[src/rtl/memory_layer_controller_pkg.sv]
// Shared types and select encodings for the GAM memory-layer controller and datapath.
package GAM_package;

  typedef enum logic [3:0] {
    IDLE, CLS_CHK, SCAN_INIT, SCAN_RD, SCAN_ED, SCAN_CMP, FETCH_S1,
    FETCH_S2, TH_CMP, NEW_NODE, UPDATE, CONNECT, DONE
  } mlc_state_T;

  typedef enum logic [1:0] {
    CMP_LT = 2'd0,
    CMP_EQ = 2'd1,
    CMP_GT = 2'd2
  } comparator_T;

  typedef enum logic {
    READ  = 1'b0,
    WRITE = 1'b1
  } RD_WR_T;

  localparam logic [1:0] SEL1_UPCNT   = 2'd0;
  localparam logic [1:0] SEL1_MIN1    = 2'd1;
  localparam logic [1:0] SEL1_MIN2    = 2'd2;
  localparam logic [1:0] SEL1_NODECNT = 2'd3;

  localparam logic [1:0] SEL2_X       = 2'd1;
  localparam logic [1:0] SEL2_WS1NEW  = 2'd2;

  localparam logic [1:0] SEL3_TINIT   = 2'd1;
  localparam logic [1:0] SEL3_THNEW   = 2'd2;

  localparam logic [1:0] SEL4_MINIT   = 2'd1;
  localparam logic [1:0] SEL4_MINC    = 2'd2;

  localparam logic [1:0] SEL5_ZERO    = 2'd0;
  localparam logic [1:0] SEL5_UPCNT   = 2'd1;
  localparam logic [1:0] SEL5_THS1    = 2'd2;

  localparam logic [1:0] SEL6_NODECNT = 2'd0;
  localparam logic [1:0] SEL6_MIN1ED  = 2'd1;

  localparam logic [1:0] DMX_ED       = 2'd1;
  localparam logic [1:0] DMX_WS1      = 2'd2;
  localparam logic [1:0] DMX_WS2      = 2'd3;

  typedef struct packed {
    logic       busy;
    logic       done;
    logic       ld_upcounter;
    logic       en_upcounter;
    logic       en_node_counter;
    logic       en_connection;
    logic       en_2min;
    logic       learning_done;
    logic       x_c;
    logic       c_c;
    logic       w_c;
    logic       t_c;
    logic       m_c;
    RD_WR_T     rd_wr;
    logic [1:0] mux1_sel;
    logic [1:0] mux2_sel;
    logic [1:0] mux3_sel;
    logic [1:0] mux4_sel;
    logic [1:0] mux5_sel;
    logic [1:0] mux6_sel;
    logic [1:0] demux_sel;
  } ctrl_T;

endpackage

[src/rtl/memory_layer_controller_decode.sv]
// Combinational state -> datapath control word decoder (Moore outputs).
module memory_layer_ctrl_decode
  import GAM_package::*;
(
  input  mlc_state_T state,
  input  logic       guard_hit,
  input  logic       last_q,
  output ctrl_T      ctrl
);

  always_comb begin
    ctrl      = '0;
    ctrl.busy = (state != IDLE);
    case (state)
      CLS_CHK: begin
        ctrl.mux5_sel = SEL5_ZERO;
        ctrl.mux6_sel = SEL6_NODECNT;
      end
      SCAN_INIT: ctrl.ld_upcounter = 1'b1;
      SCAN_RD: begin
        ctrl.w_c       = 1'b1;
        ctrl.mux1_sel  = SEL1_UPCNT;
        ctrl.demux_sel = DMX_ED;
      end
      SCAN_ED: begin
        ctrl.en_2min      = 1'b1;
        ctrl.en_upcounter = 1'b1;
      end
      SCAN_CMP: begin
        ctrl.mux5_sel = SEL5_UPCNT;
        ctrl.mux6_sel = SEL6_NODECNT;
      end
      FETCH_S1: begin
        ctrl.w_c       = 1'b1;
        ctrl.t_c       = 1'b1;
        ctrl.m_c       = 1'b1;
        ctrl.mux1_sel  = SEL1_MIN1;
        ctrl.demux_sel = DMX_WS1;
      end
      FETCH_S2: begin
        ctrl.w_c       = 1'b1;
        ctrl.mux1_sel  = SEL1_MIN2;
        ctrl.demux_sel = DMX_WS2;
      end
      TH_CMP: begin
        ctrl.mux5_sel = SEL5_THS1;
        ctrl.mux6_sel = SEL6_MIN1ED;
      end
      NEW_NODE: begin
        // A full class leaves the cycle empty: no write, no count.
        if (!guard_hit) begin
          ctrl.x_c             = 1'b1;
          ctrl.c_c             = 1'b1;
          ctrl.w_c             = 1'b1;
          ctrl.t_c             = 1'b1;
          ctrl.m_c             = 1'b1;
          ctrl.rd_wr           = WRITE;
          ctrl.mux1_sel        = SEL1_NODECNT;
          ctrl.mux2_sel        = SEL2_X;
          ctrl.mux3_sel        = SEL3_TINIT;
          ctrl.mux4_sel        = SEL4_MINIT;
          ctrl.en_node_counter = 1'b1;
        end
      end
      UPDATE: begin
        ctrl.w_c      = 1'b1;
        ctrl.t_c      = 1'b1;
        ctrl.m_c      = 1'b1;
        ctrl.rd_wr    = WRITE;
        ctrl.mux1_sel = SEL1_MIN1;
        ctrl.mux2_sel = SEL2_WS1NEW;
        ctrl.mux3_sel = SEL3_THNEW;
        ctrl.mux4_sel = SEL4_MINC;
      end
      CONNECT: ctrl.en_connection = 1'b1;
      DONE: begin
        ctrl.done          = 1'b1;
        ctrl.learning_done = last_q;
      end
      default: ;
    endcase
  end

endmodule

[src/rtl/memory_layer_controller.sv]
// Sequencing FSM for one GAM learning step: class check, distance scan, winner fetch, insert or update.
// Optional full-class guard with sticky overflow when MEMORY_LAYER_CTRL_GUARD_EN is defined.
module memory_layer_controller
  import GAM_package::*;
#(
  parameter int MAX_NODES = 64
) (
  input  logic        clk,
  input  logic        rst_n,
  input  logic        start,
  input  logic        last_sample,
  input  comparator_T comparator_c,
  output logic        busy,
  output logic        done,
  output logic        overflow,
  output logic        ld_upcounter,
  output logic        en_upcounter,
  output logic        en_node_counter,
  output logic        en_connection,
  output logic        en_2min,
  output logic        learning_done,
  output logic        X_c,
  output logic        C_c,
  output logic        W_c,
  output logic        T_c,
  output logic        M_c,
  output RD_WR_T      RD_WR_c,
  output logic [1:0]  mux1_sel,
  output logic [1:0]  mux2_sel,
  output logic [1:0]  mux3_sel,
  output logic [1:0]  mux4_sel,
  output logic [1:0]  mux5_sel,
  output logic [1:0]  mux6_sel,
  output logic [1:0]  demux_sel
);

  localparam int SCAN_W = $clog2(MAX_NODES + 1);

  mlc_state_T        state_q, state_d;
  logic [SCAN_W-1:0] scan_n_q, scan_n_d;
  logic              last_q, last_d;
  logic              guard_hit;
  logic              two_winners;
  ctrl_T             ctrl;

  assign two_winners = (scan_n_q >= SCAN_W'(2));

`ifdef MEMORY_LAYER_CTRL_GUARD_EN
  logic overflow_q, overflow_d;

  assign guard_hit  = (state_q == NEW_NODE) && (scan_n_q == SCAN_W'(MAX_NODES));
  assign overflow_d = overflow_q | guard_hit;
  assign overflow   = overflow_q;

  always_ff @(posedge clk) begin
    if (!rst_n) overflow_q <= 1'b0;
    else        overflow_q <= overflow_d;
  end
`else
  assign guard_hit = 1'b0;
  assign overflow  = 1'b0;
`endif

  always_ff @(posedge clk) begin
    if (!rst_n) begin
      state_q  <= IDLE;
      scan_n_q <= '0;
      last_q   <= 1'b0;
    end else begin
      state_q  <= state_d;
      scan_n_q <= scan_n_d;
      last_q   <= last_d;
    end
  end

  always_comb begin
    state_d  = state_q;
    scan_n_d = scan_n_q;
    last_d   = last_q;
    case (state_q)
      IDLE: if (start) begin
        last_d  = last_sample;
        state_d = CLS_CHK;
      end
      CLS_CHK:   state_d = (comparator_c == CMP_EQ) ? NEW_NODE : SCAN_INIT;
      SCAN_INIT: begin
        scan_n_d = '0;
        state_d  = SCAN_RD;
      end
      SCAN_RD:   state_d = SCAN_ED;
      SCAN_ED: begin
        scan_n_d = scan_n_q + SCAN_W'(1);
        state_d  = SCAN_CMP;
      end
      // CMP_GT here means the counter ran past the class size; stop scanning.
      SCAN_CMP:  state_d = (comparator_c == CMP_LT) ? SCAN_RD : FETCH_S1;
      FETCH_S1:  state_d = two_winners ? FETCH_S2 : TH_CMP;
      FETCH_S2:  state_d = TH_CMP;
      TH_CMP:    state_d = (comparator_c == CMP_LT) ? NEW_NODE : UPDATE;
      NEW_NODE:  state_d = DONE;
      UPDATE:    state_d = two_winners ? CONNECT : DONE;
      CONNECT:   state_d = DONE;
      DONE:      state_d = IDLE;
      default:   state_d = IDLE;
    endcase
  end

  memory_layer_ctrl_decode u_decode (
    .state     (state_q),
    .guard_hit (guard_hit),
    .last_q    (last_q),
    .ctrl      (ctrl)
  );

  assign busy            = ctrl.busy;
  assign done            = ctrl.done;
  assign ld_upcounter    = ctrl.ld_upcounter;
  assign en_upcounter    = ctrl.en_upcounter;
  assign en_node_counter = ctrl.en_node_counter;
  assign en_connection   = ctrl.en_connection;
  assign en_2min         = ctrl.en_2min;
  assign learning_done   = ctrl.learning_done;
  assign X_c             = ctrl.x_c;
  assign C_c             = ctrl.c_c;
  assign W_c             = ctrl.w_c;
  assign T_c             = ctrl.t_c;
  assign M_c             = ctrl.m_c;
  assign RD_WR_c         = ctrl.rd_wr;
  assign mux1_sel        = ctrl.mux1_sel;
  assign mux2_sel        = ctrl.mux2_sel;
  assign mux3_sel        = ctrl.mux3_sel;
  assign mux4_sel        = ctrl.mux4_sel;
  assign mux5_sel        = ctrl.mux5_sel;
  assign mux6_sel        = ctrl.mux6_sel;
  assign demux_sel       = ctrl.demux_sel;

endmodule

[config.mk]
export PLATFORM = sky130hd
export DESIGN_NAME = memory_layer_controller
export DESIGN_NICKNAME = d
export VERILOG_FILES = /design/src/rtl/memory_layer_controller_pkg.sv /design/src/rtl/memory_layer_controller_decode.sv /design/src/rtl/memory_layer_controller.sv
export SDC_FILE = /design/constraint.sdc
export NUM_CORES = 1
export LEC_CHECK = 0
export BUFFER_PORTS_ARGS = -buffer_cell sky130_fd_sc_hd__buf_4
export CAP_MARGIN = 10
export CORE_UTILIZATION = 25
export CTS_BUF_LIST = sky130_fd_sc_hd__clkbuf_4 sky130_fd_sc_hd__clkbuf_8
export DETAILED_ROUTE_END_ITERATION = 10
export PLACE_DENSITY = 0.54
export SETUP_SLACK_MARGIN = 0.5
export SLEW_MARGIN = 20
export SYNTH_ARGS = -nofsm -noshare
export SYNTH_HDL_FRONTEND = slang
export SYNTH_SLANG_ARGS = --single-unit
[constraint.sdc]
create_clock -name clk -period 2.4 [get_ports clk]
set_clock_uncertainty 0.1 [all_clocks]
set_input_delay 0.12 -clock clk [delete_from_list [all_inputs] [get_ports clk]]
set_output_delay 0.12 -clock clk [all_outputs]
set_load 0.05 [all_outputs]
==> qor.yml <==
status: "complete, no violations"
design_area_mm2: 0.001284
dp_cells: 197
drv_slew: 0
crit_path_start_kind: "flop"
cpMostUsedCell: "buf_4"
crit_chain: "buf_4 > or4b_4 > inv_2 > buf_4"
fill_cells: 396
avgRoutedWirePerCell_um: 12.24
timing.slew.headroom_pct: 65.36
portBuffers: 32
drt_iter0_drc: 50
max_stage_delay_ns: 0.57
syn_inst: 131
synth_seq_cells: 12
routed_wl_um: 2472
slowest_stage: "or4b_4"
grt_first_pass_wirelength_um: 4167
post_dp_cell_area_mm2: 0.001190
core-area_mm2: 0.003661
final_cell_mix: "37 x buf_4, 13 x nor2_1, 10 x nand2_1"
antenna_found_initial: 0
end_kind: "output port"
gp_congestion: 0.8269
total_power_uw: 686.4
setup_viol: 0
clk_latency_ns: 0.24
grt_pass1_vias: 894
worst_setup_hold_path_clk_slew_ns: 0.05
crit_type: "reg -> out"
final_common_cell: "buf_4"
clk_path_buf_depth: 2
via_per_inst: 4.960
yosysWarnings: 0
multi_input_area_um2: 615.6
max_freq_ghz: 0.5503
cts.sinks: 12
finalCriticalPeriod_ns: 1.817
syn-cell-area_um2: 959.7
yosys.cell_types.count: 41
grt_usage_pct: 12.67
cp.arrival_ns: 1.60
rows: 22
io_pins: 35
grt_remaining_overflow: 0
cts_tree: "done"
synth-seq-area-share_pct: 25.03
cp_top_family: "simple AND/OR/NAND/NOR gates"
grt_max_degree: 17
vias: 1002
critPathMaxFanout: 16
worst-path-buf-inv: 3
seq_area_um2: 249.0
hp-class: "in -> reg"
avgSynthCellArea_um2: 7.326
hold_buffers: 0
clock-root-buffer: "clkbuf_8"
drive_above_1_share_pct: 38.96
vdd.ir_drop.worst_uv: 378.4
finalCritPeriodShare_pct: 75.72
finalHoldViolations: 0
final_cells: 202
cp.required_ns: 2.18
die_area_mm2: 0.004090
drc: 0
numCtsBuffers: 3
p_leak_uw: 0.0005344
initial_core_util_pct: 26.21
drv_cap: 0
worstMarginPinSlew_ns: 0.5115
nNetsFinal: 163
h-tree-depth: 1
final_antenna_net_count: 0
firstDrtPassIters: 4
die_width_um: 63.96
finalSetupTns_ns: 0
powerDensity_mw_per_mm2: 534.7
hpwl_um: 1894
rsz0062_at_grt: "false"
area_growth_pct: 33.77
fp.dieH_um: 63.96
n_antenna_cell: 0
-- power breakdown --
group | leakage (µW) | switching, µW | internal (µW)
logic | 0.000407 | 164 | 81.0
registers | 0.0000991 | 12.2 | 208
clock network | 0.0000288 | 76.0 | 145
total | 0.000534 | 252 | 435
-- state kept, by name, summed over array words and instances (netlist names) --
register  count
scan_n_q      7
state_q       4
last_q        1
-- layout make-up --
class | instances | share of cell area (%)
Timing Repair Buffer | 37 | 21.64
Tap cell | 48 | 4.678
Sequential cell | 12 | 19.40
Clock buffer | 4 | 4.289
Inverter | 6 | 2.047
Multi-Input combinational cell | 95 | 47.95
-- what timing repair did --
action / CTS / global route
buffers inserted: 0 / 1
setup endpoints to repair: 8 / 6
gates cloned: 0 / 0
pin swaps: 0 / 3
gates resized for setup: 4 / 7
-- synthesized netlist by cell type, drive strengths merged --
cell type | number | share of area [%]
ha | 2 | 2.6
a21oi | 5 | 2.6
nand2 | 10 | 3.9
o311ai | 2 | 1.8
o22ai | 1 | 0.65
or4 | 2 | 1.6
dfxtp | 12 | 25
o21ai | 9 | 4.7
a41oi | 1 | 0.91
or4b | 2 | 2.1
o21a | 2 | 1.6
nand3b | 1 | 0.78
and3 | 1 | 0.65
nand4b | 1 | 0.91
inv | 6 | 2.3
nand3 | 5 | 2.6
nand2b | 2 | 1.3
a21boi | 3 | 2.3
o221a | 1 | 1.2
and2 | 4 | 2.6
mux2i | 3 | 3.1
xnor2 | 2 | 1.8
nor2b | 3 | 2.0
nor4b | 1 | 0.91
or3 | 4 | 2.6
or2 | 1 | 0.65
xor2 | 1 | 0.91
nor3 | 3 | 1.6
buf | 15 | 11
conb | 1 | 0.39
nor2 | 15 | 5.9
or3b | 1 | 0.91
o211ai | 2 | 1.6
nor4 | 3 | 2.6
clkbuf | 4 | 1.6
-- layer usage --
| layer | wire length, µm | track usage, % | vias up |
|---|---|---|---|
| li1 | - | - | 488 |
| met1 | 1150 | 16.86 | 461 |
| met2 | 1102 | 20.48 | 51 |
| met3 | 210 | 3.214 | 2 |
| met4 | 8 | 2.557 | 0 |
| met5 | 0 | 0 | - |
-- logic make-up (layout without fill, tap and decap cells) --
kind of cell / Yosys count / count (layout) / synth area share (%)
AOI/OAI and AO/OA: 26 / 26 / 17.34
xor gates and xnor gates: 3 / 3 / 2.738
adders and majority gates: 2 / 2 / 2.607
buffers and inverters: 25 / 47 / 15.25
DFF: 12 / 12 / 25.03
muxes: 3 / 3 / 3.129
other: 1 / 2 / 0.3908
and+or+nand+nor: 59 / 59 / 33.51
-- stage by stage --
| step | util [%] | setup WS (ns) | hold slack, ns |
|---|---|---|---|
| floorplan | - | 0.2000 | 0.1417 |
| global placement | 32.50 | 0.5229 | 0.2817 |
| detailed placement | 32.50 | 0.4956 | 0.2891 |
| CTS | 34.48 | 0.5596 | 0.03645 |
| global route | 35.06 | 0.5074 | 0.03729 |
| finish | 35.06 | 0.5828 | 0.03347 |
-- tightest hold or removal path, cell delays in order --
cell	delay (ns)
buf_4	0.08
mux2i_1	0.05
nor2b_1	0.09
-- path summary, 6_finish.rpt --
path	from	to	slack, ns	depth (start not counted)
worst min-delay path	last_sample	last_q	0.03	3
worst max register to register	scan_n_q[0]	state_q[2]	0.59	6
worst max-delay path	state_q[2]	ld_upcounter	0.58	4
worst min register to register	last_q	last_q	0.41	2
Note: power is estimated with default switching activity, not from simulation.
